===== config.mk =====
export PLATFORM = sky130hd
export DESIGN_NAME = md_issue_ctrl
export DESIGN_NICKNAME = d
export VERILOG_FILES = /design/src/rtl/md_pkg.sv /design/src/rtl/md_shadow_cnt.sv /design/src/rtl/md_issue_ctrl.sv
export SDC_FILE = /design/constraint.sdc
export NUM_CORES = 1
export LEC_CHECK = 0
export ABC_AREA = 0
export CORE_AREA = 2 2 84 62
export CTS_BUF_LIST = sky130_fd_sc_hd__clkbuf_4
export DETAILED_ROUTE_END_ITERATION = 7
export DIE_AREA = 0 0 86 64
export GPL_TIMING_DRIVEN = 0
export PLACE_DENSITY = 0.94
export SLEW_MARGIN = 20
export SYNTH_ARGS = -nofsm -noshare
export SYNTH_HDL_FRONTEND = slang
export SYNTH_SLANG_ARGS = --single-unit

===== constraint.sdc =====
create_clock -name clk -period 2.7 [get_ports clk]
set_input_delay 0.405 -clock clk [delete_from_list [all_inputs] [get_ports clk]]
set_output_delay 0.405 -clock clk [all_outputs]
set_load 0.01 [all_outputs]

===== src/rtl/md_pkg.sv =====
// Shared MD definitions: MDOp codes, issue FSM states, default latencies.
// MD_CHECK_EN enables the md_err consistency checker in md_issue_ctrl.
package md_pkg;

  typedef enum logic [1:0] {
    MD_MULTU = 2'b00,
    MD_MULT  = 2'b01,
    MD_DIVU  = 2'b10,
    MD_DIV   = 2'b11
  } md_op_e;

  typedef enum logic {
    S_IDLE = 1'b0,
    S_RUN  = 1'b1
  } md_state_e;

  localparam int MUL_LAT_DEF = 4;
  localparam int DIV_LAT_DEF = 9;
  localparam int CNT_W_DEF   = 4;

endpackage


===== src/rtl/md_shadow_cnt.sv =====
// Shadow latency counter: clear beats load beats decrement.
// o_pending is high while the count is nonzero.
module md_shadow_cnt #(
  parameter int CNT_W = 4
) (
  input  logic             clk,
  input  logic             reset,
  input  logic             i_clr,
  input  logic             i_load,
  input  logic [CNT_W-1:0] i_load_val,
  output logic [CNT_W-1:0] o_cnt,
  output logic             o_pending
);

  logic [CNT_W-1:0] r_cnt;

  always_ff @(posedge clk or posedge reset) begin
    if (reset) begin
      r_cnt <= '0;
    end else if (i_clr) begin
      r_cnt <= '0;
    end else if (i_load) begin
      r_cnt <= i_load_val;
    end else if (r_cnt != '0) begin
      r_cnt <= r_cnt - CNT_W'(1);
    end
  end

  assign o_cnt     = r_cnt;
  assign o_pending = (r_cnt != '0);

endmodule


===== src/rtl/md_issue_ctrl.sv =====
// E-stage issue controller for the HI/LO multiply-divide unit.
// Define MD_CHECK_EN to add the sticky md_err consistency output.
module md_issue_ctrl
  import md_pkg::*;
#(
  parameter int MUL_LAT = MUL_LAT_DEF,
  parameter int DIV_LAT = DIV_LAT_DEF,
  parameter int CNT_W   = CNT_W_DEF
) (
  input  logic        clk,
  input  logic        reset,
  input  logic        d_md_use,
  input  logic        e_valid,
  input  logic        e_md_start,
  input  logic [1:0]  e_md_op,
  input  logic        e_mthi,
  input  logic        e_mtlo,
  input  logic [31:0] e_rs,
  input  logic [31:0] e_rt,
  input  logic        intreq,
  input  logic        md_busy,
  output logic        md_start,
  output logic [1:0]  md_op,
  output logic [31:0] md_a,
  output logic [31:0] md_b,
  output logic [31:0] md_wd,
  output logic        md_mthi,
  output logic        md_mtlo,
  output logic        md_stall,
`ifdef MD_CHECK_EN
  output logic        md_err,
`endif
  output logic        md_pending
);

  logic             w_req_ok;
  logic [CNT_W-1:0] w_cnt;
  logic [CNT_W-1:0] w_load_val;
  md_state_e        r_state;
  md_state_e        w_state_nxt;

  // Interrupts and in-flight work both squash any E-stage request
  assign w_req_ok = e_valid & ~intreq & ~md_pending & ~reset;

  assign md_start = w_req_ok & e_md_start;
  assign md_mthi  = w_req_ok & e_mthi;
  assign md_mtlo  = w_req_ok & e_mtlo;
  assign md_op    = reset ? 2'b00 : e_md_op;
  assign md_a     = e_rs;
  assign md_b     = e_rt;
  assign md_wd    = e_rs;

  assign md_stall = d_md_use & (md_start | md_busy | md_pending);

  assign w_load_val = e_md_op[1] ? CNT_W'(DIV_LAT) : CNT_W'(MUL_LAT);

  md_shadow_cnt #(
    .CNT_W (CNT_W)
  ) u_cnt (
    .clk        (clk),
    .reset      (reset),
    .i_clr      (intreq),
    .i_load     (md_start),
    .i_load_val (w_load_val),
    .o_cnt      (w_cnt),
    .o_pending  (md_pending)
  );

  always_ff @(posedge clk or posedge reset) begin
    if (reset) r_state <= S_IDLE;
    else       r_state <= w_state_nxt;
  end

  always_comb begin
    w_state_nxt = r_state;
    unique case (r_state)
      S_IDLE: if (md_start) w_state_nxt = S_RUN;
      S_RUN:  if (w_cnt == CNT_W'(1)) w_state_nxt = S_IDLE;
      default: w_state_nxt = S_IDLE;
    endcase
    if (intreq) w_state_nxt = S_IDLE;
  end

`ifdef MD_CHECK_EN
  logic r_err;
  logic r_intreq_d;
  logic w_viol;
  logic w_mis;

  assign w_viol = e_valid & (e_md_start | e_mthi | e_mtlo) & md_pending;
  assign w_mis  = (md_pending != md_busy) & ~r_intreq_d;
  assign md_err = r_err;

  always_ff @(posedge clk or posedge reset) begin
    if (reset) begin
      r_err      <= 1'b0;
      r_intreq_d <= 1'b0;
    end else begin
      r_intreq_d <= intreq;
      if (w_viol | w_mis) begin
        r_err <= 1'b1;
`ifndef SYNTHESIS
        if (!r_err)
          $display("md_err t=%0t cnt=%0d busy=%0b", $time, w_cnt, md_busy);
`endif
      end
    end
  end
`endif

endmodule


==> impl_metrics.env, run 1 <==
export IMPL_status="completed"
export IMPL_powerDensity_nw_per_um2=343.5
export IMPL_layout_commonest_cell="clkdlybuf4s50_1"
export IMPL_dp_cells=298
export IMPL_slowest_stage="clkdlybuf4s50_1"
export IMPL_routed_wl_um=3214
export IMPL_ant_nets=0
export IMPL_synth_edff_count=0
export IMPL_cts_reportedPaths_clkPinSlew_ns=0.04
export IMPL_detail_route_wl_per_cell_um=10.61
export IMPL_synth_distinct_cells=23
export IMPL_cp_max_fo=4
export IMPL_path_cells="inv_1 -> ha_2 -> nor3b_4 -> inv_2 -> nor4b_4 -> and2_1 -> clkdlybuf4s50_1"
export IMPL_synth_compound_area_share_pct=4.485
export IMPL_drv_slew=0
export IMPL_setup_viol=0
export IMPL_yosysWarnings=0
export IMPL_dp_hpwl_um=2969
export IMPL_finalSetupTns_ns=0
export IMPL_num_vias=1113
export IMPL_die_h_um=64
export IMPL_worst_slew_pin_slew_ns=0.3451
export IMPL_final_cell_count_no_fill=303
export IMPL_syn_nets=204
export IMPL_fin_crit_ns=2.548
export IMPL_yosys_area_share_xor_xnor_pct=0.8485
export IMPL_cts_tree="built"
export IMPL_critical_path_top_delay_family="buffers and inverters"
export IMPL_synth_top_family_by_area="buffers and inverters"
export IMPL_peakVddDrop_uv=334.6
export IMPL_synthAdderAreaFrac_pct=1.212
export IMPL_syn_inst=128
export IMPL_async_flop_share_pct=100.0
export IMPL_antenna_found_initial=0
export IMPL_synth_mux_area_share_pct=0.9697
export IMPL_critPathKind="flop to output pin"
export IMPL_seqCellArea_um2=100.1
export IMPL_timing_final_crit_share_pct=94.36
export IMPL_areaGrowthSynthToFinish_pct=121.2
export IMPL_core_area_um2=4651
export IMPL_postSynthAreaPerCell_um2=8.064
export IMPL_place_area_um2=2235
export IMPL_io_buffers=113
export IMPL_power_uw=784.5
export IMPL_largest_reg_flops=4
export IMPL_io_pins=178
export IMPL_die_area_um2=5504
export IMPL_clock_skew_ns=0.001449
export IMPL_max_clock_path_buffers=2
export IMPL_cp_arrival_ns=2.14
export IMPL_fp_dieW_um=86
export IMPL_seq_area_frac_synth_pct=9.697
export IMPL_syn_cell_area_um2=1032
export IMPL_dr_pass1_iters=4
export IMPL_gp_congestion=0.8016
export IMPL_drcViolationCount=0
export IMPL_grt_pass1_wl_um=4671
export IMPL_mostFrequentLayoutCells="113 x clkdlybuf4s50_1, 98 x buf_4, 4 x nor2_1, 4 x dfrtp_1"
export IMPL_start_util_pct=22.20
export IMPL_num_rows=21
export IMPL_fmax_mhz=392.5
export IMPL_hp_class="input pin to asynchronous set/reset pin"
export IMPL_grt_total_usage_pct=10.19
export IMPL_vias_per_cell=3.673
export IMPL_numCtsBuffers=3
export IMPL_drive_above_1_share_pct=43.09
export IMPL_ys_seq_elements=4
export IMPL_ys_flop_type="dfrtp_1"
export IMPL_cts_root_buf="clkbuf_4"
export IMPL_grt_pass1_vias=1088
export IMPL_p_leak_nw=1.059
export IMPL_synthSimpleGateAreaFrac_pct=11.52
export IMPL_cts_sinks=4
export IMPL_multi_input_area_um2=207.7
export IMPL_worst_setup_path_end_kind="output pin"
export IMPL_grt_max_degree=8
export IMPL_crit_path_max_incr_delay_ns=0.53
export IMPL_overflow=0
export IMPL_final_util_pct=49.10
export IMPL_critPathLaunchType="flop"
export IMPL_drt_initial_drc_count=5
export IMPL_clk_insertion_delay_late_ns=0.24
export IMPL_fin_area_um2=2283
export IMPL_cp_buffers_inverters=3
export IMPL_htree_num_levels=1
export IMPL_n_fill_cell=430
export IMPL_hold_viol_final=0
export IMPL_diodes=0
export IMPL_holdBufCountCts=0
export IMPL_worstPathRequired_ns=2.30
export IMPL_slew_headroom_pct=76.68
export IMPL_nets=324
export IMPL_drv_cap=0
[per-stage QoR]
stage	hold slack, ns	setup WS, ns
6_report	0.5527	0.1523
5_1_grt	0.5861	-0.01715
4_1_cts	0.5206	0.01159
3_5_place_dp	0.6380	0.2542
3_3_place_gp	0.6228	0.2288
2_1_floorplan	0.1711	0.9081
[repair_timing]
action	in CTS	in global routing
resized for setup	0	2
setup buffers	0	2
setup endpoints to repair	0	2
[final cells by class]
type | count | area share [%]
Sequential cell | 4 | 4.384
Multi-Input combinational cell | 24 | 9.096
Clock buffer | 3 | 0.9863
Timing Repair Buffer | 115 | 50.19
Buffer | 96 | 31.56
Tap cell | 57 | 3.123
Inverter | 4 | 0.6575
[logic make-up (layout without fill, tap and decap cells)]
| family | after synthesis | count (layout) |
|---|---|---|
| fa+ha+maj | 1 | 1 |
| mux | 1 | 1 |
| buf+inv | 100 | 218 |
| xor+xnor | 1 | 1 |
| compound gates | 5 | 5 |
| simple gates | 16 | 16 |
| flops | 4 | 4 |
[per-layer routing]
metal / track usage, % / up-vias / wire length [um]
li1: - / 544 / -
met1: 10.47 / 503 / 1038
met2: 21.22 / 64 / 1942
met3: 0.6460 / 2 / 207
met4: 3.571 / 0 / 26
met5: 0 / - / 0
[power by group]
| part | total (mW) | internal [mW] | switching [mW] |
|---|---|---|---|
| Combinational | 0.604 | 0.382 | 0.222 |
| Sequential | 0.106 | 0.0834 | 0.0225 |
| Clock | 0.0746 | 0.0497 | 0.0249 |
| Total | 0.784 | 0.515 | 0.269 |
[cells in the mapped netlist, types with 2 or more instances]
library cell / n / share of area [%]
buf_4: 96 / 70
dfrtp_1: 4 / 9.7
nor2_1: 4 / 1.5
inv_1: 3 / 1.1
and2_1: 2 / 1.2
nor2b_1: 2 / 1.2
[worst paths after layout]
path                            slack, ns                        from  cells after the start                         end
worst max register to register       1.10  u_cnt.o_cnt[0]$_DFFE_PP0P_                      6  u_cnt.o_cnt[1]$_DFFE_PP0P_
worst min-delay path                 0.55                       reset                      2  u_cnt.o_cnt[1]$_DFFE_PP0P_
worst max-delay path                 0.15  u_cnt.o_cnt[0]$_DFFE_PP0P_                      7                     md_mthi
worst min register to register       0.63  u_cnt.o_cnt[1]$_DFFE_PP0P_                      2  u_cnt.o_cnt[1]$_DFFE_PP0P_
min in group clk                     0.63  u_cnt.o_cnt[1]$_DFFE_PP0P_                      2  u_cnt.o_cnt[1]$_DFFE_PP0P_
max in group asynchronous            2.00                       reset                      2  u_cnt.o_cnt[3]$_DFFE_PP0P_
No activity file was read; power rests on OpenSTA's default activity.
==> run 2, diff against run 1 <==
--- a/config.mk
+++ b/config.mk
@@ -12,7 +12,7 @@
 export DIE_AREA = 0 0 86 64
 export GPL_TIMING_DRIVEN = 0
 export PLACE_DENSITY = 0.94
-export SLEW_MARGIN = 20
+export SLEW_MARGIN = 25
 export SYNTH_ARGS = -nofsm -noshare
 export SYNTH_HDL_FRONTEND = slang
 export SYNTH_SLANG_ARGS = --single-unit
==> constraint.sdc (replaced) <==
create_clock -name clk -period 2.95 [get_ports clk]
set_input_delay 0.4425 -clock clk [delete_from_list [all_inputs] [get_ports clk]]
set_output_delay 0.4425 -clock clk [all_outputs]
set_load 0.01 [all_outputs]
==> run 2 against run 1 <==
  * First-iteration DRC count rose by 20%
  * Global-route usage did not move
  * Flip-flop and latch count did not move
  * Clock-buffer cell count unchanged
  * Sequential share of layout area up 0.051 points
  * Routed wire length down 2.0%
  * Power shrank 14%
  * Sequential power decreased by 8%
  * Clock skew barely moved
  * Utilization decreased by 0.56 points
  * Largest power group unchanged
==> impl_metrics.env, run 2 (synthesis gave the netlist of run 1 again) <==
export IMPL_fp_dieW_um=86
export IMPL_io_buffers=113
export IMPL_status="completed"
export IMPL_crit_path_max_incr_delay_ns=0.53
export IMPL_mostFrequentLayoutCells="113 x clkdlybuf4s50_1, 96 x buf_4, 4 x nor2_1, 4 x dfrtp_1"
export IMPL_die_h_um=64
export IMPL_dr_pass1_iters=4
export IMPL_worst_slew_pin_slew_ns=0.3427
export IMPL_detail_route_wl_per_cell_um=10.46
export IMPL_grt_setup_unrepaired="false"
export IMPL_worstPathRequired_ns=2.51
export IMPL_setup_viol=0
export IMPL_final_cell_count_no_fill=301
export IMPL_cts_tree="built"
export IMPL_cts_repair_resized=0
export IMPL_setup_ws_ns=0.2681
export IMPL_areaGrowthSynthToFinish_pct=118.7
export IMPL_path_cells="inv_1 -> ha_1 -> nor3b_4 -> inv_2 -> nor4b_2 -> and2_1 -> clkdlybuf4s50_1"
export IMPL_num_rows=21
export IMPL_critPathLaunchType="flop"
export IMPL_cp_startpoint="u_cnt.o_cnt[0]$_DFFE_PP0P_"
export IMPL_powerDensity_nw_per_um2=298.3
export IMPL_slowest_stage="clkdlybuf4s50_1"
export IMPL_fin_crit_ns=2.682
export IMPL_timing_final_crit_share_pct=90.91
export IMPL_layout_commonest_cell="clkdlybuf4s50_1"
export IMPL_grt_pass1_vias=1088
export IMPL_cts_root_buf="clkbuf_4"
export IMPL_core_area_um2=4651
export IMPL_overflow=0
export IMPL_dp_cells=298
export IMPL_worst_setup_path_end_kind="output pin"
export IMPL_fmax_mhz=372.9
export IMPL_cp_max_fo=7
export IMPL_drcViolationCount=0
export IMPL_reg2regPathDepth=6
export IMPL_grt_max_degree=8
export IMPL_grt_total_usage_pct=10.19
export IMPL_largest_reg_flops=4
export IMPL_gp_congestion=0.8016
export IMPL_power_uw=673.4
export IMPL_holdBufCountCts=0
export IMPL_finalSetupTns_ns=0
export IMPL_drv_cap=0
export IMPL_hp_class="input pin to asynchronous set/reset pin"
export IMPL_clk_insertion_delay_late_ns=0.24
export IMPL_ant_nets=0
export IMPL_start_util_pct=22.20
export IMPL_antenna_found_initial=0
export IMPL_die_area_um2=5504
export IMPL_post_cts_setup_buffers=0
export IMPL_seqCellArea_um2=100.1
export IMPL_n_fill_cell=426
export IMPL_cts_reportedPaths_clkPinSlew_ns=0.04
export IMPL_routed_wl_um=3149
export IMPL_num_vias=1106
export IMPL_drive_above_1_share_pct=42.21
export IMPL_r2r_start="u_cnt.o_cnt[0]$_DFFE_PP0P_"
export IMPL_numCtsBuffers=3
export IMPL_htree_num_levels=1
export IMPL_dp_hpwl_um=2969
export IMPL_max_clock_path_buffers=2
export IMPL_holdWs_ns=0.5589
export IMPL_grt_pass1_wl_um=4671
export IMPL_io_pins=178
export IMPL_cp_arrival_ns=2.24
export IMPL_nets=322
export IMPL_p_leak_nw=1.045
export IMPL_peakVddDrop_uv=302.9
export IMPL_vias_per_cell=3.674
export IMPL_slew_headroom_pct=76.85
export IMPL_reg2reg_to="u_cnt.o_cnt[2]$_DFFE_PP0P_"
export IMPL_diodes=0
export IMPL_drt_initial_drc_count=6
export IMPL_multi_input_area_um2=196.4
export IMPL_hold_viol_final=0
export IMPL_place_ws_ns=0.4292
export IMPL_reg2reg_slack_ns=1.41
export IMPL_critPathKind="flop to output pin"
export IMPL_drv_slew=0
export IMPL_clock_skew_ns=0.001463
export IMPL_cts_sinks=4
## run 2: area by class of cell
| cell class | instances | area share, % |
|---|---|---|
| inverter | 4 | 0.6652 |
| buffer | 96 | 31.93 |
| clock buffer | 3 | 0.9978 |
| timing repair buffer | 113 | 50.11 |
| sequential | 4 | 4.435 |
| tap | 57 | 3.160 |
| multi-input combinational | 24 | 8.703 |
## run 2: worst max-delay path by stage
stage,end,depth (start not counted)
after CTS,md_mthi,7
after detailed placement,md_stall,4
after floorplan,md_mthi,6
after global placement,md_stall,4
final,md_mthi,7
after global routing,md_mtlo,7
## run 2: where the power goes
part           leakage [nW]  internal [mW]  total [mW]  switching (mW)
Clock                0.0138         0.0455      0.0680          0.0225
Combinational         0.978          0.318       0.507           0.189
Sequential           0.0528         0.0763      0.0979          0.0217
Total                  1.04          0.440       0.673           0.233
## run 2: per-stage QoR
step	cell area [um^2]	util, %
after floorplan	1032	-
after global placement	2235	48.05
after detailed placement	2235	48.05
after CTS	2257	48.53
after global routing	2257	48.53
final	2257	48.53
## run 2: critical path, delay by kind of cell, from the launching register on
kind          cells  cell delay (ns)
flops             1             0.37
buf+inv           3             0.74
fa+ha+maj         1             0.22
simple gates      3             0.68
## run 2: routing by layer
| metal | wire [um] | global-route usage (%) | vias up | part of all wire [%] |
|---|---|---|---|---|
| met5 | 0 | 0 | - | 0 |
| met4 | 23 | 3.571 | 0 | 0.73 |
| met3 | 208 | 0.6460 | 2 | 6.6 |
| met2 | 1895 | 21.22 | 64 | 60 |
| met1 | 1022 | 10.47 | 500 | 32 |
| li1 | - | - | 540 | - |
